**src/rtl/ram_rd_seg.sv**
```systemverilog
// -----------------------------------------------------------------------------
// ram_rd_seg
//
// Six-digit multiplexed seven-segment display for a RAM read monitor. The
// right-hand three digits show rd_data in decimal and the left-hand three
// digits show addr in decimal. A decimal point on digit 3 separates the two
// groups.
//
// A small converter FSM watches the {addr, rd_data} pair. When the pair
// changes, it latches the new pair and runs an 8-step double-dabble on both
// bytes in parallel. It then copies the BCD results into the display
// registers. A free-running scan counter steps through the digits.
//
// Ports
//   sys_clk    in   1  rising-edge clock
//   sys_rst_n  in   1  asynchronous active-low reset
//   rd_en      in   1  read phase active; segments are blanked while low
//   addr       in   8  current RAM address
//   rd_data    in   8  RAM read data for addr
//   sel        out  6  digit select, active-low one-hot, sel[0] = rightmost
//   seg        out  8  segments {dp,g,f,e,d,c,b,a}, active-low
// -----------------------------------------------------------------------------
module ram_rd_seg #(
    parameter logic [15:0] CNT_SCAN_MAX = 16'd49_999
) (
    input  logic       sys_clk,
    input  logic       sys_rst_n,
    input  logic       rd_en,
    input  logic [7:0] addr,
    input  logic [7:0] rd_data,
    output logic [5:0] sel,
    output logic [7:0] seg
);

    typedef enum logic [1:0] {
        IDLE  = 2'd0,
        SHIFT = 2'd1,
        DONE  = 2'd2
    } state_t;

    // Converter state
    state_t      state_q, state_d;
    logic [7:0]  cap_addr_q, cap_addr_d;
    logic [7:0]  cap_data_q, cap_data_d;
    // Double-dabble working registers: {hundreds, tens, units, binary}
    logic [19:0] sh_addr_q, sh_addr_d;
    logic [19:0] sh_data_q, sh_data_d;
    logic [2:0]  bit_cnt_q, bit_cnt_d;
    logic [11:0] disp_addr_q, disp_addr_d;
    logic [11:0] disp_data_q, disp_data_d;

    // Scan / output state
    logic [15:0] scan_cnt_q, scan_cnt_d;
    logic [2:0]  dig_idx_q, dig_idx_d;
    logic [5:0]  sel_q, sel_d;
    logic [7:0]  seg_q, seg_d;

    // Digit selection helpers
    logic [3:0]  nib;
    logic        blank;
    logic        dp_on;
    logic [7:0]  code;

    // One double-dabble step. Each BCD nibble that is 5 or more gets 3
    // added before the shift, so it carries correctly into the next decade.
    function automatic logic [19:0] dd_step(input logic [19:0] s);
        logic [19:0] t;
        t = s;
        if (t[19:16] >= 4'd5) t[19:16] = t[19:16] + 4'd3;
        if (t[15:12] >= 4'd5) t[15:12] = t[15:12] + 4'd3;
        if (t[11:8]  >= 4'd5) t[11:8]  = t[11:8]  + 4'd3;
        return {t[18:0], 1'b0};
    endfunction

    // Common-anode decode with the dp segment off. Values outside 0..9
    // cannot occur after a conversion and decode to blank.
    function automatic logic [7:0] seg_decode(input logic [3:0] d);
        logic [7:0] c;
        case (d)
            4'd0:    c = 8'hC0;
            4'd1:    c = 8'hF9;
            4'd2:    c = 8'hA4;
            4'd3:    c = 8'hB0;
            4'd4:    c = 8'h99;
            4'd5:    c = 8'h92;
            4'd6:    c = 8'h82;
            4'd7:    c = 8'hF8;
            4'd8:    c = 8'h80;
            4'd9:    c = 8'h90;
            default: c = 8'hFF;
        endcase
        return c;
    endfunction

    // -------------------------------------------------------------------------
    // Converter FSM next-state logic
    // -------------------------------------------------------------------------
    always_comb begin
        state_d     = state_q;
        cap_addr_d  = cap_addr_q;
        cap_data_d  = cap_data_q;
        sh_addr_d   = sh_addr_q;
        sh_data_d   = sh_data_q;
        bit_cnt_d   = bit_cnt_q;
        disp_addr_d = disp_addr_q;
        disp_data_d = disp_data_q;

        case (state_q)
            IDLE: begin
                // Inputs are only compared here. A change that arrives during
                // SHIFT or DONE is picked up on the first IDLE cycle afterwards.
                if ({addr, rd_data} != {cap_addr_q, cap_data_q}) begin
                    cap_addr_d = addr;
                    cap_data_d = rd_data;
                    sh_addr_d  = {12'd0, addr};
                    sh_data_d  = {12'd0, rd_data};
                    bit_cnt_d  = 3'd0;
                    state_d    = SHIFT;
                end
            end
            SHIFT: begin
                sh_addr_d = dd_step(sh_addr_q);
                sh_data_d = dd_step(sh_data_q);
                bit_cnt_d = bit_cnt_q + 3'd1;
                if (bit_cnt_q == 3'd7) begin
                    state_d = DONE;
                end
            end
            DONE: begin
                disp_addr_d = sh_addr_q[19:8];
                disp_data_d = sh_data_q[19:8];
                state_d     = IDLE;
            end
            default: begin
                state_d = IDLE;
            end
        endcase
    end

    // -------------------------------------------------------------------------
    // Scan counter and digit index
    // -------------------------------------------------------------------------
    always_comb begin
        scan_cnt_d = scan_cnt_q + 16'd1;
        dig_idx_d  = dig_idx_q;
        if (scan_cnt_q == CNT_SCAN_MAX) begin
            scan_cnt_d = 16'd0;
            dig_idx_d  = (dig_idx_q == 3'd5) ? 3'd0 : dig_idx_q + 3'd1;
        end
    end

    // -------------------------------------------------------------------------
    // Digit content: value, leading-zero blanking, decimal point
    // -------------------------------------------------------------------------
    always_comb begin
        nib   = 4'd0;
        blank = 1'b0;
        dp_on = 1'b0;
        case (dig_idx_q)
            3'd0: nib = disp_data_q[3:0];
            3'd1: begin
                nib   = disp_data_q[7:4];
                blank = (disp_data_q[11:8] == 4'd0) && (disp_data_q[7:4] == 4'd0);
            end
            3'd2: begin
                nib   = disp_data_q[11:8];
                blank = (disp_data_q[11:8] == 4'd0);
            end
            3'd3: begin
                nib   = disp_addr_q[3:0];
                dp_on = 1'b1;
            end
            3'd4: begin
                nib   = disp_addr_q[7:4];
                blank = (disp_addr_q[11:8] == 4'd0) && (disp_addr_q[7:4] == 4'd0);
            end
            3'd5: begin
                nib   = disp_addr_q[11:8];
                blank = (disp_addr_q[11:8] == 4'd0);
            end
            default: blank = 1'b1;
        endcase

        code = blank ? 8'hFF : seg_decode(nib);
        // The decimal point stays lit on digit 3 even when the digit is blank.
        if (dp_on) begin
            code[7] = 1'b0;
        end

        // sel and seg both follow the registered index. As a result they
        // change together, one clock after the index moves.
        sel_d = ~(6'd1 << dig_idx_q);
        seg_d = rd_en ? code : 8'hFF;
    end

    // -------------------------------------------------------------------------
    // State registers
    // -------------------------------------------------------------------------
    always_ff @(posedge sys_clk or negedge sys_rst_n) begin
        if (!sys_rst_n) begin
            state_q     <= IDLE;
            cap_addr_q  <= 8'd0;
            cap_data_q  <= 8'd0;
            sh_addr_q   <= 20'd0;
            sh_data_q   <= 20'd0;
            bit_cnt_q   <= 3'd0;
            disp_addr_q <= 12'd0;
            disp_data_q <= 12'd0;
            scan_cnt_q  <= 16'd0;
            dig_idx_q   <= 3'd0;
            sel_q       <= 6'b111111;
            seg_q       <= 8'hFF;
        end else begin
            state_q     <= state_d;
            cap_addr_q  <= cap_addr_d;
            cap_data_q  <= cap_data_d;
            sh_addr_q   <= sh_addr_d;
            sh_data_q   <= sh_data_d;
            bit_cnt_q   <= bit_cnt_d;
            disp_addr_q <= disp_addr_d;
            disp_data_q <= disp_data_d;
            scan_cnt_q  <= scan_cnt_d;
            dig_idx_q   <= dig_idx_d;
            sel_q       <= sel_d;
            seg_q       <= seg_d;
        end
    end

    assign sel = sel_q;
    assign seg = seg_q;

endmodule

```
**config.mk**
```make
export PLATFORM = sky130hd
export DESIGN_NAME = ram_rd_seg
export DESIGN_NICKNAME = d
export VERILOG_FILES = /design/src/rtl/ram_rd_seg.sv
export SDC_FILE = /design/constraint.sdc
export NUM_CORES = 1
export LEC_CHECK = 0
export BUFFER_PORTS_ARGS = -buffer_cell sky130_fd_sc_hd__buf_2
export CORE_MARGIN = 3
export CORE_UTILIZATION = 28
export DETAILED_ROUTE_END_ITERATION = 6
export GPL_TIMING_DRIVEN = 0
export HOLD_SLACK_MARGIN = 0.1
export SLEW_MARGIN = 20
export SYNTH_ARGS = -nofsm -noshare
export SYNTH_HDL_FRONTEND = slang
export SYNTH_SLANG_ARGS = --single-unit
```
**constraint.sdc**
```tcl
create_clock -name sys_clk -period 2.1 [get_ports sys_clk]
set_clock_uncertainty 0.1 [all_clocks]
set_input_delay 0.42 -clock sys_clk [delete_from_list [all_inputs] [get_ports sys_clk]]
set_output_delay 0.42 -clock sys_clk [all_outputs]
set_load 0.01 [all_outputs]
```
==> metrics.yaml, run 1 <==
critical_path:
  crit_path_max_fanout: 7
  arrival_ps: 2470
  slowest_delay_ps: 430
  startpoint_type: "register"
  critical_path.cell_chain: "buf_6, buf_6, and2_4, ha_4, a22o_1, or3_4, mux2_4, o211ai_2"
  endpoint_kind: "register"
  crit_top_cell: "buf_6"
  slowest_stage: "or3_4"
  worstPathRequired_ps: 2330
  path_class: "register to register"
sta:
  worst_slack_ps: -141.4
  hold_slack_ps: 173.9
  setup_viol: 7
  drv_slew: 0
  fin_setup_tns_ps: -774.1
  hold_viol: 0
  layout_min_cycle_time_ps: 2241
  fmax_mhz: 446.1
  worst_slew_pin_slew_ps: 575.8
  rsz0062_at_grt: "true"
  relSlewSlack_pct: 61.61
  finalCritPeriodShare_pct: 106.7
global_route:
  grt_pass1_vias: 4026
  grt_pass1_wl_um: 20480
  grt_antenna_before_repair: 0
  gr-total-overflow: 0
  grt_max_degree: 79
  grt_use_total_pct: 11.55
yosys:
  synth-main-ff-cell: "dfrtp_1"
  syn_area_sq_um: 5722
  synth_warnings: 0
  synth_seq_cells: 118
  syn_inst: 515
  synth-seq-area-share_pct: 51.91
  avgSynthCellArea_sq_um: 11.11
  async_flop_share_pct: 100.0
  synth_cell_types: 56
  synth-edff-count: 0
  syn_nets: 555
layout:
  syn_to_final_growth_pct: 25.10
  layout.area.seq_sq_um: 2970
  multiInputGateArea_sq_um: 2631
  antennaDiodeCount: 0
  fill_cells: 1940
  fin_cells: 862
  mostFrequentLayoutCell: "dfrtp_1"
  final_layout_size_suffix_gt1_share_pct: 22.28
  layout_common_cells: "dfrtp_1 (104), nand2_1 (47), buf_2 (33)"
  nNetsFinal: 625
drt:
  drt-initial-drc-count: 224
  drc: 0
  viasPerCell: 4.680
  routed_wl_um: 12160
  dr.pass1.iters: 5
  vias: 4034
  final_antenna_net_count: 0
  wl_per_cell_um: 14.10
clock_tree:
  cts_tree: "built"
  clock-sinks: 118
  numCtsBuffers: 17
  clk_path_buf_depth: 2
  clk_pin_slew_ps: 50
  cts_htree_levels: 4
  clk_latency_ps: 410
  root_buffer: "clkbuf_16"
place:
  gp_congestion: 0.7893
  port-buffer-count: 32
  dp_hpwl_um: 8256
  dp.cells: 813
power:
  seq_power_share_pct: 36.5
  p_sw_w: 0.003335
  power.internal_w: 0.006815
  clkPwrFrac_pct: 30.6
  p_leak_nw: 3.152
  p_comb_share_pct: 32.9
  irDropWorstVdd_mv: 0.6053
  total_power_w: 0.01015
  p_per_area_nw_per_um2: 1418
  p_sw_share_pct: 32.85
flow_run:
  max_cap_violations: 0
floorplan:
  dieArea_sq_um: 22190
  die_w_um: 149.0
  design.core.area_sq_um: 19780
  io_pins: 33
  start_util_pct: 28.92
  rows: 51
  die_h_um: 149.0
run_status:
  violations: "negative setup slack"
  status: "finished with violations"
hold_path:
  min_path_type: "input pin to register"
[power by group through the flow]
stage / logic (W) / registers, W / clock network, W
floorplan: 0.00244 / 0.00358 / 0
global placement: 0.00312 / 0.00371 / 0
detailed placement: 0.00318 / 0.00373 / 0
CTS: 0.00325 / 0.00369 / 0.00318
global route: 0.00375 / 0.00380 / 0.00330
finish: 0.00334 / 0.00371 / 0.00310
[final timing paths]
check / start / to / slack [ps] / cells past startpoint
min reg2reg: disp_data_q[0]$_DFFE_PN0N_ / disp_data_q[0]$_DFFE_PN0N_ / 370 / 2
min: rd_data[4] / cap_data_q[4]$_DFFE_PN0P_ / 170 / 2
max: dig_idx_q[1]$_DFFE_PN0N_ / seg[5]$_DFF_PN1_ / -140 / 8
max reg2reg: dig_idx_q[1]$_DFFE_PN0N_ / seg[5]$_DFF_PN1_ / -140 / 8
min in group asynchronous: sys_rst_n / sh_data_q[19]$_DFFE_PN0P_ / 390 / 2
max in group asynchronous: sys_rst_n / cap_addr_q[1]$_DFFE_PN0P_ / 820 / 3
[through the flow]
step | util [%] | area, sq um | setup WS, ps
2_1_floorplan | - | 5763 | -54.99
3_3_place_gp | 31.62 | 6255 | -1001
3_5_place_dp | 31.79 | 6289 | -364.2
4_1_cts | 35.77 | 7076 | -146.3
5_1_grt | 36.19 | 7158 | -216.6
6_report | 36.19 | 7158 | -141.4
[critical path, delay by kind of cell (launching register included)]
family / cells / cell delay, ps
AND/OR/NAND/NOR: 2 / 560
flip-flops: 1 / 370
AO/OA/AOI/OAI: 2 / 370
multiplexers: 1 / 320
buffers and inverters: 2 / 270
adder cells (fa/ha/maj): 1 / 180
[Yosys cell counts (all sizes together), types with 2 or more instances]
cell type / number / area share, %
inv: 23 / 1.5
nor2b: 4 / 0.57
a221o: 15 / 2.6
nand3: 7 / 0.61
nand2: 47 / 3.1
buf: 12 / 1.3
nor4: 3 / 0.33
dfrtp: 104 / 45
or4: 2 / 0.26
o21ai: 28 / 2.5
a31o: 2 / 0.31
and3: 3 / 0.33
nand3b: 5 / 0.66
or3: 2 / 0.31
a21oi: 14 / 1.2
nor2: 25 / 1.6
nor3: 3 / 0.26
xor2: 14 / 2.1
clkbuf: 13 / 0.85
a31oi: 6 / 0.66
mux2: 33 / 6.6
dfstp: 14 / 6.4
o31ai: 2 / 0.26
o32ai: 5 / 0.77
xnor2: 28 / 4.3
and2: 18 / 2.0
o211ai: 4 / 0.61
nor4b: 9 / 1.5
mux2i: 4 / 0.70
nand4: 7 / 0.77
a22o: 5 / 0.77
a32oi: 2 / 0.31
ha: 21 / 4.6
nand2b: 10 / 1.1
o22ai: 12 / 1.3
[flip-flops by register name, summed over array words and instances, names as in the netlist]
name         cells
dig_idx_q        3
scan_cnt_q      16
cap_data_q       8
disp_addr_q     12
sh_data_q       20
seg              8
sel              6
disp_data_q     12
state_q          2
cap_addr_q       8
bit_cnt_q        3
sh_addr_q       20
[metal layers]
metal	up-vias	share of wire [%]	GRT usage, %
li1	1974	-	-
met1	2000	49	15.63
met2	53	47	17.63
met3	7	2.6	3.494
met4	0	0.69	4.027
met5	-	0	0
[area by class of cell]
| cell class | count | share of cell area, % |
|---|---|---|
| clock buffers | 22 | 6.345 |
| multi-input cells | 349 | 36.76 |
| flip-flops and latches | 118 | 41.50 |
| inverters | 23 | 1.206 |
| repair buffers | 51 | 4.719 |
| well taps | 265 | 4.632 |
| clock inverters | 9 | 2.447 |
| plain buffers | 25 | 2.395 |
[kinds of logic after synthesis]
family          synth area share (%)
flops                          51.91
compound gates                 12.51
xor+xnor                       6.429
buf+inv                        3.652
simple gates                   13.65
mux                            7.260
fa+ha+maj                      4.592
[repair_timing]
item                                   4_1_cts  5_1_grt
pin swaps                                    5        7
hold buffers                                 2        0
endpoints found under the hold margin       28        0
gates resized for setup                      7       28
setup buffers                               14        2
cloned                                       0        0
setup endpoints to repair                   69       75
No activity file was read; power rests on OpenSTA's default activity.
==> run 2, diff against run 1 <==
--- a/config.mk
+++ b/config.mk
@@ -11,6 +11,7 @@
 export DETAILED_ROUTE_END_ITERATION = 6
 export GPL_TIMING_DRIVEN = 0
 export HOLD_SLACK_MARGIN = 0.1
+export SETUP_SLACK_MARGIN = 0.1
 export SLEW_MARGIN = 20
 export SYNTH_ARGS = -nofsm -noshare
 export SYNTH_HDL_FRONTEND = slang
==> run 2 against run 1 <==
The run still ends with negative setup slack left. Worst setup slack better by 12 ps. Sequential share of layout area is 2.8 points lower. Worst hold slack better by 8.3 ps. Non-clock buffer count is 16 higher. Largest power group is now combinational cells. First-iteration DRC count is 15% lower. Core utilization is 2.6 points higher. Combinational power is 30% higher. Final cell count is 2.0% higher. Total power is 9.9% higher. Global-route usage is 0.19 points lower.
==> metrics.yaml, run 2 (synthesized netlist as in run 1, its figures left out) <==
run_status:
  status: "finished with violations"
  violations: "negative setup slack"
critical_path:
  endpoint_kind: "register"
  worstPathRequired_ps: 2340  # about the same
  crit_path_max_fanout: 8  # +1
  setup.worst_path.start: "dig_idx_q[1]$_DFFE_PN0N_"
  arrival_ps: 2470  # about the same
  startpoint_type: "register"
  r2r-start: "dig_idx_q[1]$_DFFE_PN0N_"
  path_class: "register to register"
sta:
  worst_slack_ps: -129.3  # +12.08 ps
  fmax_mhz: 448.6  # +0.54%
  worst_slew_pin_slew_ps: 708.1  # +132.2 ps
  hold_viol: 0  # unchanged
  finalCritPeriodShare_pct: 106.2  # -0.58 points
  relSlewSlack_pct: 52.80  # -8.8 points
  layout_min_cycle_time_ps: 2229  # -12.08 ps
  hold_slack_ps: 182.2  # +8.275 ps
  rsz0062_at_grt: "true"
  drv_slew: 0  # unchanged
  setup_viol: 23  # +16
global_route:
  grt_pass1_wl_um: 20040  # -2.2%
  grt_max_degree: 78  # -1.3%
  grt_use_total_pct: 11.37  # -0.19 points
  gr-total-overflow: 0  # unchanged
  grt_antenna_before_repair: 0  # unchanged
  grt_pass1_vias: 3933  # -2.3%
drt:
  drt-initial-drc-count: 190  # -15%
  wl_met1_um: 6412  # +7.0%
  final_antenna_net_count: 0  # unchanged
  drc: 0  # unchanged
  dr.pass1.iters: 4  # -1
  dr.max_layer_used: "met4"
  viasPerCell: 4.736  # +1.2%
  met2WireLength_um: 6166  # +7.1%
  wl_per_cell_um: 15.07  # +6.9%
  route.met3.wl_um: 419  # +30%
  routed_wl_um: 13250  # +9.0%
  vias: 4163  # +3.2%
clock_tree:
  clk_latency_ps: 410  # about the same
  clk_pin_slew_ps: 60  # about the same
  clock-sinks: 118  # unchanged
  root_buffer: "clkbuf_16"
  cts_tree: "built"
  cts_htree_levels: 4  # unchanged
  numCtsBuffers: 17  # unchanged
  clk_path_buf_depth: 2  # unchanged
hold_path:
  min_path_type: "input pin to register"
  worstHoldStart: "rd_data[2]"
place:
  port-buffer-count: 32  # unchanged
  dp_worst_setup_slack_ps: -387.0  # -22.88 ps
  gp_congestion: 0.7664  # -2.9%
  dp_hpwl_um: 8163  # -1.1%
  placed_area_sq_um: 6289  # unchanged
layout:
  fill_cells: 1894  # -2.4%
  syn_to_final_growth_pct: 34.05
  layout.area.seq_sq_um: 2972  # about the same
  top_regs: "sh_addr_q: 20 flops, sh_data_q: 20 flops, scan_cnt_q: 16 flops"
  mostFrequentLayoutCell: "dfrtp_1"
  layout_common_cells: "dfrtp_1 (103), nand2_1 (47), buf_2 (32)"
  final_cell_area_sq_um: 7670  # +7.1%
  final_layout_size_suffix_gt1_share_pct: 31.92  # +9.6 points
  fin_util_pct: 38.77  # +2.6 points
  nNetsFinal: 641  # +2.6%
  multiInputGateArea_sq_um: 2875  # +9.3%
  antennaDiodeCount: 0  # unchanged
floorplan:
  die_h_um: 149.0  # unchanged
  design.core.area_sq_um: 19780  # unchanged
  rows: 51  # unchanged
  die_w_um: 149.0  # unchanged
  io_pins: 33  # unchanged
  dieArea_sq_um: 22190  # unchanged
  start_util_pct: 28.92  # unchanged
power:
  p_leak_nw: 3.373  # +7.0%
  irDropWorstVdd_mv: 0.5508  # -9.0%
  p_per_area_nw_per_um2: 1455  # +2.6%
flow_run:
  max_cap_violations: 0  # unchanged
## run 2: changes by cell type in the layout (fill, tap and decap cells not counted), moves of 4 or more
cell      before  now
buf_6          7   19
clkbuf_1      12    7
o22ai_1       11    7
o32ai_1        5    0
mux2_1        24    8
mux2_4         2   18
## run 2: timing repair
action	4_1_cts	5_1_grt
buffers inserted	8	19
gates cloned	0	6
pin swaps	7	35
gates resized for setup	19	91
setup endpoints to repair	76	70
hold buffers	2	0
endpoints found under the hold margin	28	0
## run 2: per-stage QoR
stage	setup TNS [ps]	power [W]	std cells
5_1_grt	-3157	0.01184	879
4_1_cts	-627.5	0.01015	855
3_3_place_gp	-123730	0.006837	812
3_5_place_dp	-15440	0.006901	813
2_1_floorplan	-89.40	0.006015	515
6_report	-1087	0.01116	879
## run 2: worst max-delay path, stage by stage (launching register included)
cell      delay, ps
dfrtp_1         370
buf_6           140
buf_6           130
and2_4          140
ha_4            180
a22o_1          240
or3_4           420
mux2_4          310
o211ai_2        140
## run 2: final cells by class
cell class | instances | share of cell area, %
plain buffers | 25 | 2.920
clock buffers | 21 | 6.003
clock inverters | 11 | 2.268
inverters | 23 | 1.126
multi-input cells | 349 | 37.49
flip-flops and latches | 118 | 38.74
well taps | 265 | 4.323
repair buffers | 67 | 7.129
## run 2: power breakdown
group | switching, W | internal [W] | leakage [nW]
clock | 0.00104 | 0.00205 | 0.299
combinational | 0.00212 | 0.00221 | 1.60
sequential | 0.000623 | 0.00312 | 1.47
## run 2: final timing paths
kind	to	slack (ps)	depth (start not counted)
setup reg to reg	seg[5]$_DFF_PN1_	-130	8
min in group asynchronous	scan_cnt_q[2]$_DFF_PN0_	400	2
hold / removal	cap_data_q[2]$_DFFE_PN0P_	180	2
setup / recovery	seg[5]$_DFF_PN1_	-130	8
hold reg to reg	scan_cnt_q[0]$_DFF_PN0_	390	1
max in group asynchronous	sh_addr_q[3]$_DFFE_PN0P_	810	3
## run 2: per-layer routing
layer	GRT usage (%)	up-vias
met5	0	-
met1	15.49	2081
met3	3.373	19
met4	5.126	0
li1	-	2003
met2	16.68	60
